## config.mk

```make
export PLATFORM = sky130hd
export DESIGN_NAME = mac_result_writer
export DESIGN_NICKNAME = d
export VERILOG_FILES = /design/src/rtl/mac_result_writer_pkg.sv /design/src/rtl/mac_result_writer_fifo.sv /design/src/rtl/mac_result_writer.sv
export SDC_FILE = /design/constraint.sdc
export NUM_CORES = 1
export LEC_CHECK = 0
export CORE_UTILIZATION = 45
export DETAILED_ROUTE_END_ITERATION = 16
export PLACE_DENSITY = 0.83
export SYNTH_ARGS = -nofsm -noshare
export SYNTH_HDL_FRONTEND = slang
export SYNTH_SLANG_ARGS = --single-unit
```

## constraint.sdc

```tcl
create_clock -name clk -period 6.27 [get_ports clk]
set_input_delay 0.9405 -clock clk [delete_from_list [all_inputs] [get_ports clk]]
set_output_delay 0.9405 -clock clk [all_outputs]
set_load 0.1 [all_outputs]
```

## src/rtl/mac_result_writer_pkg.sv

```systemverilog
// Shared types for the MAC result writer: result bundle entry and writer FSM states.
package mac_result_writer_pkg;

  localparam int MU_W = 18;
  localparam int ROWS = 4;

  typedef logic [ROWS-1:0][MU_W-1:0] mu_vec_t;

  // One captured ALU bundle; mu[0] is row 0 (MU1).
  typedef struct packed {
    mu_vec_t mu;
    logic    last;
  } res_entry_t;

  typedef enum logic {
    ST_IDLE  = 1'b0,
    ST_WRITE = 1'b1
  } wr_state_t;

endpackage

```

## src/rtl/mac_result_writer_fifo.sv

```systemverilog
// res_fifo2: two-entry bundle buffer between the ALU strobe and the SRAM serialiser.
module res_fifo2
  import mac_result_writer_pkg::*;
(
  input  logic       clk,
  input  logic       rst,
  input  logic       clr,
  input  logic       push,
  input  res_entry_t push_data,
  input  logic       pop,
  output res_entry_t head,
  output logic       full,
  output logic       empty
);

  res_entry_t mem_q [2];
  logic       wr_ptr_q;
  logic       rd_ptr_q;
  logic [1:0] count_q;

  // Storage needs no reset; validity is tracked by count_q alone.
  always_ff @(posedge clk) begin
    if (push) mem_q[wr_ptr_q] <= push_data;
  end

  always_ff @(posedge clk or negedge rst) begin
    if (!rst) begin
      wr_ptr_q <= 1'b0;
      rd_ptr_q <= 1'b0;
      count_q  <= 2'd0;
    end else if (clr) begin
      wr_ptr_q <= 1'b0;
      rd_ptr_q <= 1'b0;
      count_q  <= 2'd0;
    end else begin
      if (push) wr_ptr_q <= ~wr_ptr_q;
      if (pop)  rd_ptr_q <= ~rd_ptr_q;
      case ({push, pop})
        2'b10:   count_q <= count_q + 2'd1;
        2'b01:   count_q <= count_q - 2'd1;
        default: count_q <= count_q;
      endcase
    end
  end

  assign head  = mem_q[rd_ptr_q];
  assign full  = (count_q == 2'd2);
  assign empty = (count_q == 2'd0);

endmodule

```

## src/rtl/mac_result_writer.sv

```systemverilog
// Serialises buffered 4-row MAC result bundles into the result SRAM, one word per cycle.
// Optional build macro RES_SAT_EN clamps each written result to SAT_MAX.
module mac_result_writer
  import mac_result_writer_pkg::*;
#(
  parameter int DATA_W  = 32,
  parameter int ADDR_W  = 4,
  parameter int SAT_MAX = 32767
) (
  input  logic              clk,
  input  logic              rst,
  input  logic              clr,
  input  logic              res_valid,
  input  logic              res_last,
  input  logic [MU_W-1:0]   mu1,
  input  logic [MU_W-1:0]   mu2,
  input  logic [MU_W-1:0]   mu3,
  input  logic [MU_W-1:0]   mu4,
  output logic              ram_we,
  output logic [ADDR_W-1:0] ram_addr,
  output logic [DATA_W-1:0] ram_wdata,
  output logic              busy,
  output logic              wr_done,
  output logic              overflow
);

  localparam int COL_W = ADDR_W - 2;

`ifdef RES_SAT_EN
  localparam bit SAT_ON = 1'b1;
`else
  localparam bit SAT_ON = 1'b0;
`endif

  wr_state_t         state_q, state_d;
  logic [1:0]        row_q, row_d;
  logic [COL_W-1:0]  col_q, col_d;
  logic              done_pend_q, done_d;
  logic              do_write;
  logic              push, pop, full, empty;
  res_entry_t        push_data, head;
  logic [DATA_W-1:0] wdata_d;

  function automatic logic [DATA_W-1:0] fmt_word(input logic [MU_W-1:0] v);
    if (SAT_ON && (DATA_W'(v) > DATA_W'(SAT_MAX)))
      return DATA_W'(SAT_MAX);
    return DATA_W'(v);
  endfunction

  assign push_data.mu   = {mu4, mu3, mu2, mu1};
  assign push_data.last = res_last;
  // A full FIFO rejects even if it pops this cycle; clr beats a coincident strobe.
  assign push = res_valid & ~full & ~clr;

  res_fifo2 u_fifo (
    .clk       (clk),
    .rst       (rst),
    .clr       (clr),
    .push      (push),
    .push_data (push_data),
    .pop       (pop),
    .head      (head),
    .full      (full),
    .empty     (empty)
  );

  // IDLE emits row 0 directly so the first write follows the push by one edge.
  always_comb begin
    state_d  = state_q;
    row_d    = row_q;
    col_d    = col_q;
    pop      = 1'b0;
    do_write = 1'b0;
    done_d   = 1'b0;
    case (state_q)
      ST_IDLE: begin
        if (!empty) begin
          do_write = 1'b1;
          row_d    = 2'd1;
          state_d  = ST_WRITE;
        end
      end
      ST_WRITE: begin
        do_write = 1'b1;
        row_d    = row_q + 2'd1;
        if (row_q == 2'd3) begin
          pop     = 1'b1;
          done_d  = head.last;
          col_d   = head.last ? '0 : col_q + 1'b1;
          state_d = full ? ST_WRITE : ST_IDLE;
        end
      end
      default: state_d = ST_IDLE;
    endcase
  end

  assign wdata_d = fmt_word(head.mu[row_q]);

  always_ff @(posedge clk or negedge rst) begin
    if (!rst) begin
      state_q     <= ST_IDLE;
      row_q       <= 2'd0;
      col_q       <= '0;
      done_pend_q <= 1'b0;
      ram_we      <= 1'b0;
      ram_addr    <= '0;
      ram_wdata   <= '0;
      wr_done     <= 1'b0;
      overflow    <= 1'b0;
    end else if (clr) begin
      state_q     <= ST_IDLE;
      row_q       <= 2'd0;
      col_q       <= '0;
      done_pend_q <= 1'b0;
      ram_we      <= 1'b0;
      ram_addr    <= '0;
      ram_wdata   <= '0;
      wr_done     <= 1'b0;
      overflow    <= 1'b0;
    end else begin
      state_q     <= state_d;
      row_q       <= row_d;
      col_q       <= col_d;
      done_pend_q <= done_d;
      wr_done     <= done_pend_q;
      ram_we      <= do_write;
      if (do_write) begin
        ram_addr  <= {col_q, row_q};
        ram_wdata <= wdata_d;
      end
      if (res_valid && full) overflow <= 1'b1;
    end
  end

  // The registered write word still counts as work in flight.
  assign busy = ~empty | (state_q == ST_WRITE) | ram_we;

endmodule

```

# --- Yosys cells after proc, flatten, opt, wreduce, memory -nomap -nowiden ---
# Memories as Yosys holds them, arrays and structs flattened.
# Index checks and enable logic that the tools add are counted.
word_totals:
  word_cells: 79
  out_inout_bits: 40
  ff_bits: 49
  ram_bits: 146
  n_memories: 1
  latch_bits: 0
  mem_bits_ro: 0
memory_table:
  columns: ["memory", "depth", "width", "read_ports", "rd_clocked_by_memory_dff", "wr", "line_no", "rtl"]
  rows:
  - ["u_fifo.mem_q", 2, 73, 1, 0, 1, "mac_result_writer_fifo.sv:16", "res_entry_t mem_q [2];"]
op_classes:
  n_reduce_logical: 10
  n_mul: 0
  n_eq_ne: 5
  bitwise_logic: 10
  div: 0
  n_mux: 36
  order_cmp: 1
  addsub: 4
  shifts: 0
ops:
  columns: ["op", "count"]
  rows:
  - ["$mux W32", 2]
  - ["$bmux W18 S2", 1]
  - ["$mux W1", 19]
  - ["$mux W18", 1]
  - ["$mux W2", 7]
  - ["$reduce_bool A2 Y1", 6]
  - ["$mux W4", 2]
  - ["$pmux W2 S2", 2]
  - ["$add A2 B1 Y2 const B", 3]
  - ["$eq A2 B2 Y1 const B", 3]
  - ["$not A1 Y1", 6]
  - ["$pmux W1 S2", 2]
  - ["$lt A2 B3 Y1 const B", 1]
  - ["$ne A3 B3 Y1 const B", 1]
  - ["$reduce_bool A3 Y1", 1]
  - ["$and A1 B1 Y1", 2]
  - ["$eq A2 B1 Y1 const B", 1]
  - ["$logic_not A2 Y1", 1]
  - ["$or A1 B1 Y1", 2]
  - ["$reduce_and A2 Y1", 1]
  - ["$sub A2 B1 Y2 const B", 1]
  - ["$logic_and A1 B1 Y1", 1]

# --- Logic depth before layout (Yosys ltp) ---
# Gate-level depths: netlist (run 1).
depth:
  depth_word: 7
  ltp_mapped: 7

# --- Cells and area by module ---
# Synthesis (run 1) repeated with hierarchy kept, for this count alone.
unflattened:
  cells_unflattened: 414
  hier_area_um2: 7566.0
by_module_without_submodules:
  columns: ["module", "seq_area_each_um2", "instances", "area_each_um2", "cells_each"]
  rows:
  - ["res_fifo2", 4484.3, 1, 5723.0, 247]
  - ["mac_result_writer", 775.7, 1, 1843.0, 167]

# --- Worst setup path before layout (run 1) ---
# OpenSTA, ideal clock, no wires.
synth_timing:
  kind: "input port to flip-flop"
  start: "input clr"
  end: "memory u_fifo.mem_q[1][0] in the netlist's numbering (enable)"
  cell_stages: 3
  path_buffers: 2
  setup_time_ns: 0.609
  setup_slack_ns: -1.063
  arrival_ns: 6.724
  cell_sequence: "clkbuf_1 clkbuf_1 nor3b_1"
synth_between:
  elab_chain_len: 4
synth_rtl:
  columns: ["item", "line_no", "rtl"]
  rows:
  - ["start: declaration", "mac_result_writer.sv:12", "input logic clr,"]
  - ["$not A1 Y1", "mac_result_writer.sv:53", "assign push = res_valid & ~full & ~clr;"]
  - ["$and A1 B1 Y1", "mac_result_writer.sv:53", null]
  - ["$mux W1", "mac_result_writer_fifo.sv:23", "if (push) mem_q[wr_ptr_q] <= push_data;"]
  - ["$mux W1 (implied by the code)", "mac_result_writer_fifo.sv:23", null]
  - ["end: declaration", "mac_result_writer_fifo.sv:16", null]
# No other way between the ends.

# --- Final worst setup path (run 1) ---
layout_timing:
  start: "register u_fifo.count_q[0]"
  end: "output busy"
layout_between:
  elab_chain_len: 4
layout_rtl:
  columns: ["item", "line_no", "rtl"]
  rows:
  - ["start: declaration", "mac_result_writer_fifo.sv:19", "logic [1:0] count_q;"]
  - ["start signal: assignment", "mac_result_writer_fifo.sv:39", "2'b10: count_q <= count_q + 2'd1;"]
  - ["start signal: assignment", "mac_result_writer_fifo.sv:40", "2'b01: count_q <= count_q - 2'd1;"]
  - ["start signal: assignment", "mac_result_writer_fifo.sv:41", "default: count_q <= count_q;"]
  - ["$logic_not A2 Y1", "mac_result_writer_fifo.sv:48", "assign empty = (count_q == 2'd0);"]
  - ["$not A1 Y1", "mac_result_writer.sv:136", "assign busy = ~empty | (state_q == ST_WRITE) | ram_we;"]
  - ["$or A1 B1 Y1 (2 in series)", "mac_result_writer.sv:136", null]
  - ["end: declaration", "mac_result_writer.sv:22", "output logic busy,"]
# No other way between the ends.

==> reports/results.ini, run 1 <==
[status]
status=completed

[floorplan]
die_w_um=128
core_area_um2=15300
io_pins=117
rows=45
dieArea_um2=16300
start_util_pct=46.5
die_y_um=128

[clocking]
cts_setup_buffers=0
cts-root-buf=clkbuf_16
cts_hold_buf=0
numClockSinks=181
htree_num_levels=4
clkTransAtPathRegs_ns=0.07
ctsResizeCount=0
clockBufferDepth=2
clk_latency_ns=0.43
cts_tree=yes
numCtsBuffers=17

[synth]
synth_edf_count=146
ys_types=31
yosysMostFrequentCell=edfxtp_1
synth_seq_cells=181
synth_ff_type=edfxtp_1
synth_xor_area_share_pct=0.492
synth_top_area_cell=edfxtp_1
syn_avg_cell_area_um2=15.4
ys_top_cells_by_count=edfxtp_1 (146), mux2i_1 (73), nor2_1 (46), dfrtp_1 (35), nor3_1 (35)
syn_area_um2=7120
synth_mux_area_share_pct=10.5
yosys.area_share.simple_pct=7.19
synthArstFlopShare_pct=19.3
yosys-top-cells-area=edfxtp_1 (62%), dfrtp_1 (12%), mux2i_1 (10%), nor3_1 (2.5%), nor2_1 (2.4%)
synth_top_family_by_area=multiplexers
synth_compound_area_share_pct=3.99
yosysSeqAreaShare_pct=73.9
synthAdderAreaFrac_pct=0.176
synth_top_area_share_pct=61.6
yosys_warnings=0
synth_cells=461

[setup_path]
max_stage_delay_ns=0.98
worstPathCellList=nor3_1, nand2b_1, clkdlybuf4s50_1
cp.arrival_ns=2.55
worstSetupStartpointType=flip-flop
critPathKind=reg -> out
crit_path_end_kind=output pin
crit_fanout=10
cp_slowest_cell=clkdlybuf4s50_1
cp.required_ns=5.33

[route]
drc_errors=0
ant_nets=0
routedWlPerCell_um=17.9
drtPass1Iterations=5
vias_per_cell=5.26
drt-initial-drc-count=257
wirelength_um=14000
vias=4120

[flow_run]
maxCapViolations=0

[power]
powerDensity_nw_per_um2=349
p_leak_uw=0.00312
vdd_ir_drop_max_mv=0.266

[final_layout]
area_delta_synth_final_pct=24.2
antenna_cells=0
nets=637
fin_util_pct=57.7
drive_above_1_share_pct=8.22

[sta]
drv_slew=0
rsz0062_at_grt=false
relSlewSlack_pct=17.4
period_share_pct=55.7
fmax_ghz=0.286
post-route-min-period_ns=3.49
finalHoldViolations=0
setup_viol=0
tns_ns=0
finalClockSkew_ns=0.0119
tightest_slew_ns=1.24

[global_route]
grt_pass1_vias=4197
grt_usage_pct=18.2
antenna_found_initial=0
grt_first_pass_wirelength_um=21700
grt_max_degree=74
grt_overflow=0

[placed_design]
io_buffers=102
gp_congestion=0.815
place_hpwl_um=8930

[hold_path]
worst_hold_path_type=reg -> reg

[power breakdown]
group          switching [µW]  total, µW  leakage (µW)  internal, µW
Combinational             435        628       0.00104           192
Sequential               38.5       1420       0.00180          1380
Clock                     472       1040      0.000285           566
[final timing paths]
path	slack (ns)	start	to	cells after the start
max	2.78	u_fifo.count_q[0]$_DFFE_PN0P_	busy	3
min	0.47	done_pend_q$_DFF_PN0_	wr_done$_DFF_PN0_	1
max reg2reg	3.85	row_q[0]$_DFFE_PN0P_	ram_wdata[8]$_DFFE_PN0P_	5
min reg2reg	0.47	done_pend_q$_DFF_PN0_	wr_done$_DFF_PN0_	1
max in group asynchronous	5.11	rst	row_q[0]$_DFFE_PN0P_	1
min in group asynchronous	0.59	rst	ram_addr[0]$_DFFE_PN0P_	1
[critical path: cells and delay by family, from the launching register on]
| kind | cells | cell delay (ns) |
|---|---|---|
| buffers and inverters | 1 | 0.98 |
| DFF | 1 | 0.48 |
| and+or+nand+nor | 2 | 0.67 |
[stage by stage]
step	cells	instance area, µm²	worst slack [ns]	hold WS (ns)	total power (µW)
2_1_floorplan	474	7180	1.53	0.439	1910
3_3_place_gp	751	8250	3.21	0.449	2050
3_5_place_dp	751	8250	3.13	0.473	2070
4_1_cts	783	8840	2.75	0.485	3110
5_1_grt	783	8840	2.61	0.522	3190
6_report	783	8840	2.78	0.475	3090
[per-layer routing]
metal / GRT usage, % / wire (µm) / part of all wire (%)
met5: 0 / 0 / 0
met4: 10.7 / 446 / 3.2
met3: 4.09 / 857 / 6.1
met2: 30.8 / 7300 / 52
met1: 21.4 / 5400 / 39
[final cells by class]
| type | count | area (µm²) |
|---|---|---|
| Clock buffer | 17 | 425 |
| Inverter | 1 | 3.75 |
| Tap cell | 211 | 264 |
| Fill cell | 1158 | 6470 |
| Clock inverter | 15 | 168 |
| Sequential cell | 181 | 5260 |
| Timing Repair Buffer | 107 | 1050 |
| Multi-Input combinational cell | 251 | 1660 |
[registers in the layout, indices dropped and copies added, names as in the netlist]
| name | cells |
|---|---|
| u_fifo.mem_q | 146 |
| ram_wdata | 18 |
| ram_addr | 4 |
| col_q | 2 |
| row_q | 2 |
| u_fifo.count_q | 2 |
| done_pend_q | 1 |
| overflow | 1 |
| ram_we | 1 |
| state_q | 1 |
| u_fifo.rd_ptr_q | 1 |
| u_fifo.wr_ptr_q | 1 |
| wr_done | 1 |
[logic make-up (layout without fill, tap and decap cells)]
family | after synthesis | after routing
flip-flops | 181 | 181
AND/OR/NAND/NOR | 108 | 108
multiplexers | 74 | 74
AO/OA/AOI/OAI | 50 | 50
buffers and inverters | 42 | 140
XOR/XNOR | 4 | 4
adder cells (fa/ha/maj) | 1 | 1
other | 1 | 14
[cell usage in the layout (no fill, tap or decap), types with 12 or more instances in the layout]
cell type	netlist	final
mux2i_1	73	73
nor2_1	46	46
clkdlybuf4s50_1	0	101
conb_1	1	14
o22ai_1	18	18
nor3_1	35	34
edfxtp_1	146	146
dfrtp_1	35	34
clkbuf_16	0	17
o21ai_0	18	18
nand2_1	12	12
(Power assumes the default switching activity.)
==> inputs of run 2 (changes only) <==
PLACE_DENSITY = 0.8   (was 0.83)
clock period = 3.6 ns   (was 6.27 ns; I/O delays follow)
==> reports/results.ini, run 2 (synthesis results as in run 1) <==
[route]
drt-initial-drc-count=271
drtPass1Iterations=4
wirelength_um=13900
ant_nets=0
vias_per_cell=5.21
vias=4078
drc_errors=0
routedWlPerCell_um=17.8

[setup_path]
crit_start=u_fifo.count_q[0]$_DFFE_PN0P_
crit_fanout=10
critPathKind=reg -> out
cp.required_ns=3.06
cp.arrival_ns=2.23
crit_path_end_kind=output pin
r2r_start=u_fifo.count_q[0]$_DFFE_PN0P_
worstSetupStartpointType=flip-flop

[floorplan]
dieArea_um2=16300
start_util_pct=46.5
die_w_um=128
rows=45
io_pins=117
die_y_um=128
core_area_um2=15300

[sta]
relSlewSlack_pct=20.6
setup_viol=0
drv_slew=0
rsz0062_at_grt=false
post-route-min-period_ns=2.77
hold_ws_ns=0.220
fmax_ghz=0.361
period_share_pct=76.9
tightest_slew_ns=1.19
finalHoldViolations=0
finalClockSkew_ns=0.00787

[clocking]
numClockSinks=181
clockBufferDepth=2
cts_hold_buf=0
ctsResizeCount=0
htree_num_levels=4
cts-root-buf=clkbuf_16
clkTransAtPathRegs_ns=0.06
clk_latency_ns=0.42
cts_tree=yes
cts_setup_buffers=0
numCtsBuffers=17

[final_layout]
drive_above_1_share_pct=7.69
nets=638
area_delta_synth_final_pct=24.1
final_cell_mix=edfxtp_1 (146), clkdlybuf4s50_1 (101), mux2i_1 (73), nor2_1 (46)
final_common_cell=edfxtp_1
reg.largest.list=u_fifo.mem_q x146, ram_wdata x18, ram_addr x4
largest_reg_flops=146
regMostFlops=u_fifo.mem_q
antenna_cells=0

[placed_design]
gp_congestion=0.754
place_hpwl_um=9000
io_buffers=102

[global_route]
grt_first_pass_wirelength_um=21900
grt_usage_pct=18.3
grt_max_degree=74
antenna_found_initial=0
grt_overflow=0
grt_pass1_vias=4185

[status]
status=completed

[power]
total_power_uw=5250
p_switching_uw=1560
p_clk_share_pct=31.9
intPower_uw=3690
p_leak_uw=0.00310
power_frac_comb_pct=20.4
seqPwrFrac_pct=47.7
sw_frac_of_total_pct=29.6
vdd_ir_drop_max_mv=0.404
powerDensity_nw_per_um2=594

[hold_path]
worst_hold_path_type=in -> async

[flow_run]
maxCapViolations=0

[run 2: cell count changes in the layout (fill, tap and decap cells not counted), sizes merged]
cell | before | now
clkinv | 6 | 5
clkbuf | 17 | 19
inv | 7 | 2
clkinvlp | 2 | 5
buf | 6 | 7
[run 2: area by class of cell]
type / instances / area, µm²
Clock inverter: 12 / 108
Multi-Input combinational cell: 251 / 1660
Tap cell: 211 / 264
Timing Repair Buffer: 108 / 1100
Fill cell: 1181 / 6480
Clock buffer: 19 / 433
Sequential cell: 181 / 5260
Inverter: 1 / 3.75
[run 2: final timing paths]
check	endpoint	slack, ns	depth (start not counted)
worst max-delay path	busy	0.83	3
worst min-delay path	wr_done$_DFF_PN0_	0.22	1
worst max register to register	ram_wdata[0]$_DFFE_PN0P_	1.45	4
worst min register to register	wr_done$_DFF_PN0_	0.46	1
max in group asynchronous	row_q[0]$_DFFE_PN0P_	2.76	1
min in group clk	wr_done$_DFF_PN0_	0.46	1
[run 2: worst max-delay path, cell delays in order (launching register included)]
cell and delay, ns:
dfrtp_1 0.47, nor3_1 0.29, nand2b_1 0.08, clkdlybuf4s50_1 0.97
[run 2: through the flow]
step           std cells  setup slack [ns]  util [%]  TNS [ns]  area [µm²]
6_report             783             0.830      57.7         0        8830
5_1_grt              783             0.678      57.7         0        8830
4_1_cts              783             0.815      57.7         0        8830
3_5_place_dp         752              1.20      54.2         0        8290
3_3_place_gp         752              1.29      54.2         0        8290
2_1_floorplan        474            -0.741         -   -107.21        7180
[run 2: power by group through the flow]
stage | logic (µW) | registers (µW) | clock network [µW]
floorplan | 514 | 2810 | 0
global placement | 1050 | 2540 | 0
detailed placement | 1070 | 2550 | 0
CTS | 1080 | 2510 | 1700
global route | 1130 | 2520 | 1800
finish | 1070 | 2500 | 1680
[run 2: routing by layer]
| layer | wire length (µm) | part of all wire [%] | up-vias | track usage [%] |
|---|---|---|---|---|
| li1 | - | - | 1892 | - |
| met1 | 5720 | 41 | 2014 | 22.4 |
| met2 | 7120 | 51 | 149 | 31.2 |
| met3 | 831 | 6.0 | 23 | 5.05 |
| met4 | 266 | 1.9 | 0 | 6.85 |
| met5 | 0 | 0 | - | 0 |
==> inputs of run 3 (changes only) <==
PLACE_DENSITY = 0.83   (was 0.8)
clock period = 2.4 ns   (was 3.6 ns; I/O delays follow)
==> reports/results.ini, run 3 (synthesis results as in run 1) <==
[status]
status=completed

[clocking]
cts-root-buf=clkbuf_16
cts_hold_buf=0
cts_setup_buffers=0
cts_tree=yes
clk_latency_ns=0.42
htree_num_levels=4
clockBufferDepth=2
ctsResizeCount=0
clkTransAtPathRegs_ns=0.07
numCtsBuffers=17
numClockSinks=181

[flow_run]
maxCapViolations=0

[floorplan]
rows=45
start_util_pct=46.5
die_y_um=128
core_area_um2=15300
io_pins=117
die_w_um=128
dieArea_um2=16300

[global_route]
grt_usage_pct=18.5
grt_max_degree=74
grt_first_pass_wirelength_um=22300
antenna_found_initial=1
grt_overflow=0
grt_pass1_vias=4183

[final_layout]
nets=642
multi_input_area_um2=1680
final_cell_mix=edfxtp_1 (146), clkdlybuf4s50_1 (74), mux2i_1 (73), nor2_1 (46)
drive_above_1_share_pct=13.9
fillers=1190
reg.largest.list=u_fifo.mem_q x146, ram_wdata x18, ram_addr x4
regMostFlops=u_fifo.mem_q
seq_area_um2=5260
largest_reg_flops=146
final_common_cell=edfxtp_1
postLayoutCellArea_um2=8860
area_delta_synth_final_pct=24.4
antenna_cells=0

[setup_path]
worstPathCellList=or3_1, buf_12, o21ai_0, nor3_1, nor3_1
cp.arrival_ns=2.26
critPathTopFamily=simple AND/OR/NAND/NOR gates
cp_slowest_cell=or3_1
max_stage_delay_ns=0.57
crit_top_cell=nor3_1
crit_fanout=25
critPathKind=reg -> reg
worstSetupStartpointType=flip-flop
crit_path_end_kind=flip-flop
path_buf_inv=1
cp.required_ns=2.68

[sta]
tns_ns=0
tightest_slew_ns=0.823
rsz0062_at_grt=false
period_share_pct=82.4
layout_setup_ws_ns=0.421
post-route-min-period_ns=1.98
relSlewSlack_pct=45.1
drv_slew=0
finalClockSkew_ns=0.00831
finalHoldViolations=0
fmax_ghz=0.505
setup_viol=0

[route]
routedWlPerCell_um=18.2
wirelength_um=14400
drtPass1Iterations=4
vias_per_cell=5.21
vias=4108
drt-initial-drc-count=313
drc_errors=0
ant_nets=0

[hold_path]
worst_hold_path_type=in -> async

[power]
intPower_uw=5590
p_clk_share_pct=33.0
sw_frac_of_total_pct=30.5
powerDensity_nw_per_um2=907
vdd_ir_drop_max_mv=0.595
power_frac_comb_pct=20.7
p_switching_uw=2450
p_leak_uw=0.00321
seqPwrFrac_pct=46.3

[placed_design]
gp_congestion=0.762
place_area_um2=8290
io_buffers=102
place_hpwl_um=9240
pre_cts_ws_ns=0.304

[run 3: changes by cell type in the layout (fill, tap and decap cells not counted), sizes merged]
cell / delta
buf: +31
clkbuf: -1
clkdlybuf4s50: -27
clkinv: -1
clkinvlp: -4
inv: +7
[run 3: cell type report]
cell class	count	area share, %
clock buffers	18	4.84
clock inverters	14	1.55
inverters	1	0.0424
multi-input cells	251	18.9
flip-flops and latches	181	59.4
well taps	211	2.98
repair buffers	112	12.2
[run 3: worst paths after layout]
kind / startpoint / slack, ns / depth (start not counted) / to
max reg2reg: u_fifo.count_q[1]$_DFFE_PN0P_ / 0.42 / 5 / ram_wdata[17]$_DFFE_PN0P_
max in group asynchronous: rst / 1.75 / 1 / row_q[0]$_DFFE_PN0P_
min: rst / 0.04 / 1 / ram_wdata[15]$_DFFE_PN0P_
max: u_fifo.count_q[1]$_DFFE_PN0P_ / 0.42 / 5 / ram_wdata[17]$_DFFE_PN0P_
min in group clk: clr / 0.23 / 2 / ram_wdata[6]$_DFFE_PN0P_
min reg2reg: done_pend_q$_DFF_PN0_ / 0.47 / 1 / wr_done$_DFF_PN0_
[run 3: metrics by stage]
step / power (µW) / hold WS (ns) / std cells / util (%)
floorplan: 5000 / 0.0644 / 474 / -
CTS: 8080 / 0.0545 / 788 / 57.9
global placement: 5380 / 0.444 / 756 / 54.2
finish: 8030 / 0.0427 / 788 / 57.9
detailed placement: 5440 / 0.470 / 756 / 54.2
global route: 8310 / 0.0892 / 788 / 57.9
[run 3: routing by layer]
layer	vias to the layer above	global-route usage (%)	part of all wire (%)
li1	1905	-	-
met4	2	6.99	2.0
met3	25	4.80	5.3
met2	138	29.9	49
met1	2038	24.2	43
met5	-	0	0.090
[run 3: power groups by stage]
stage	clock [µW]	sequential [µW]	combinational, µW
2_1_floorplan	0	4210	788
3_3_place_gp	0	3770	1600
3_5_place_dp	0	3790	1660
4_1_cts	2680	3720	1670
5_1_grt	2820	3740	1760
6_report	2650	3720	1660
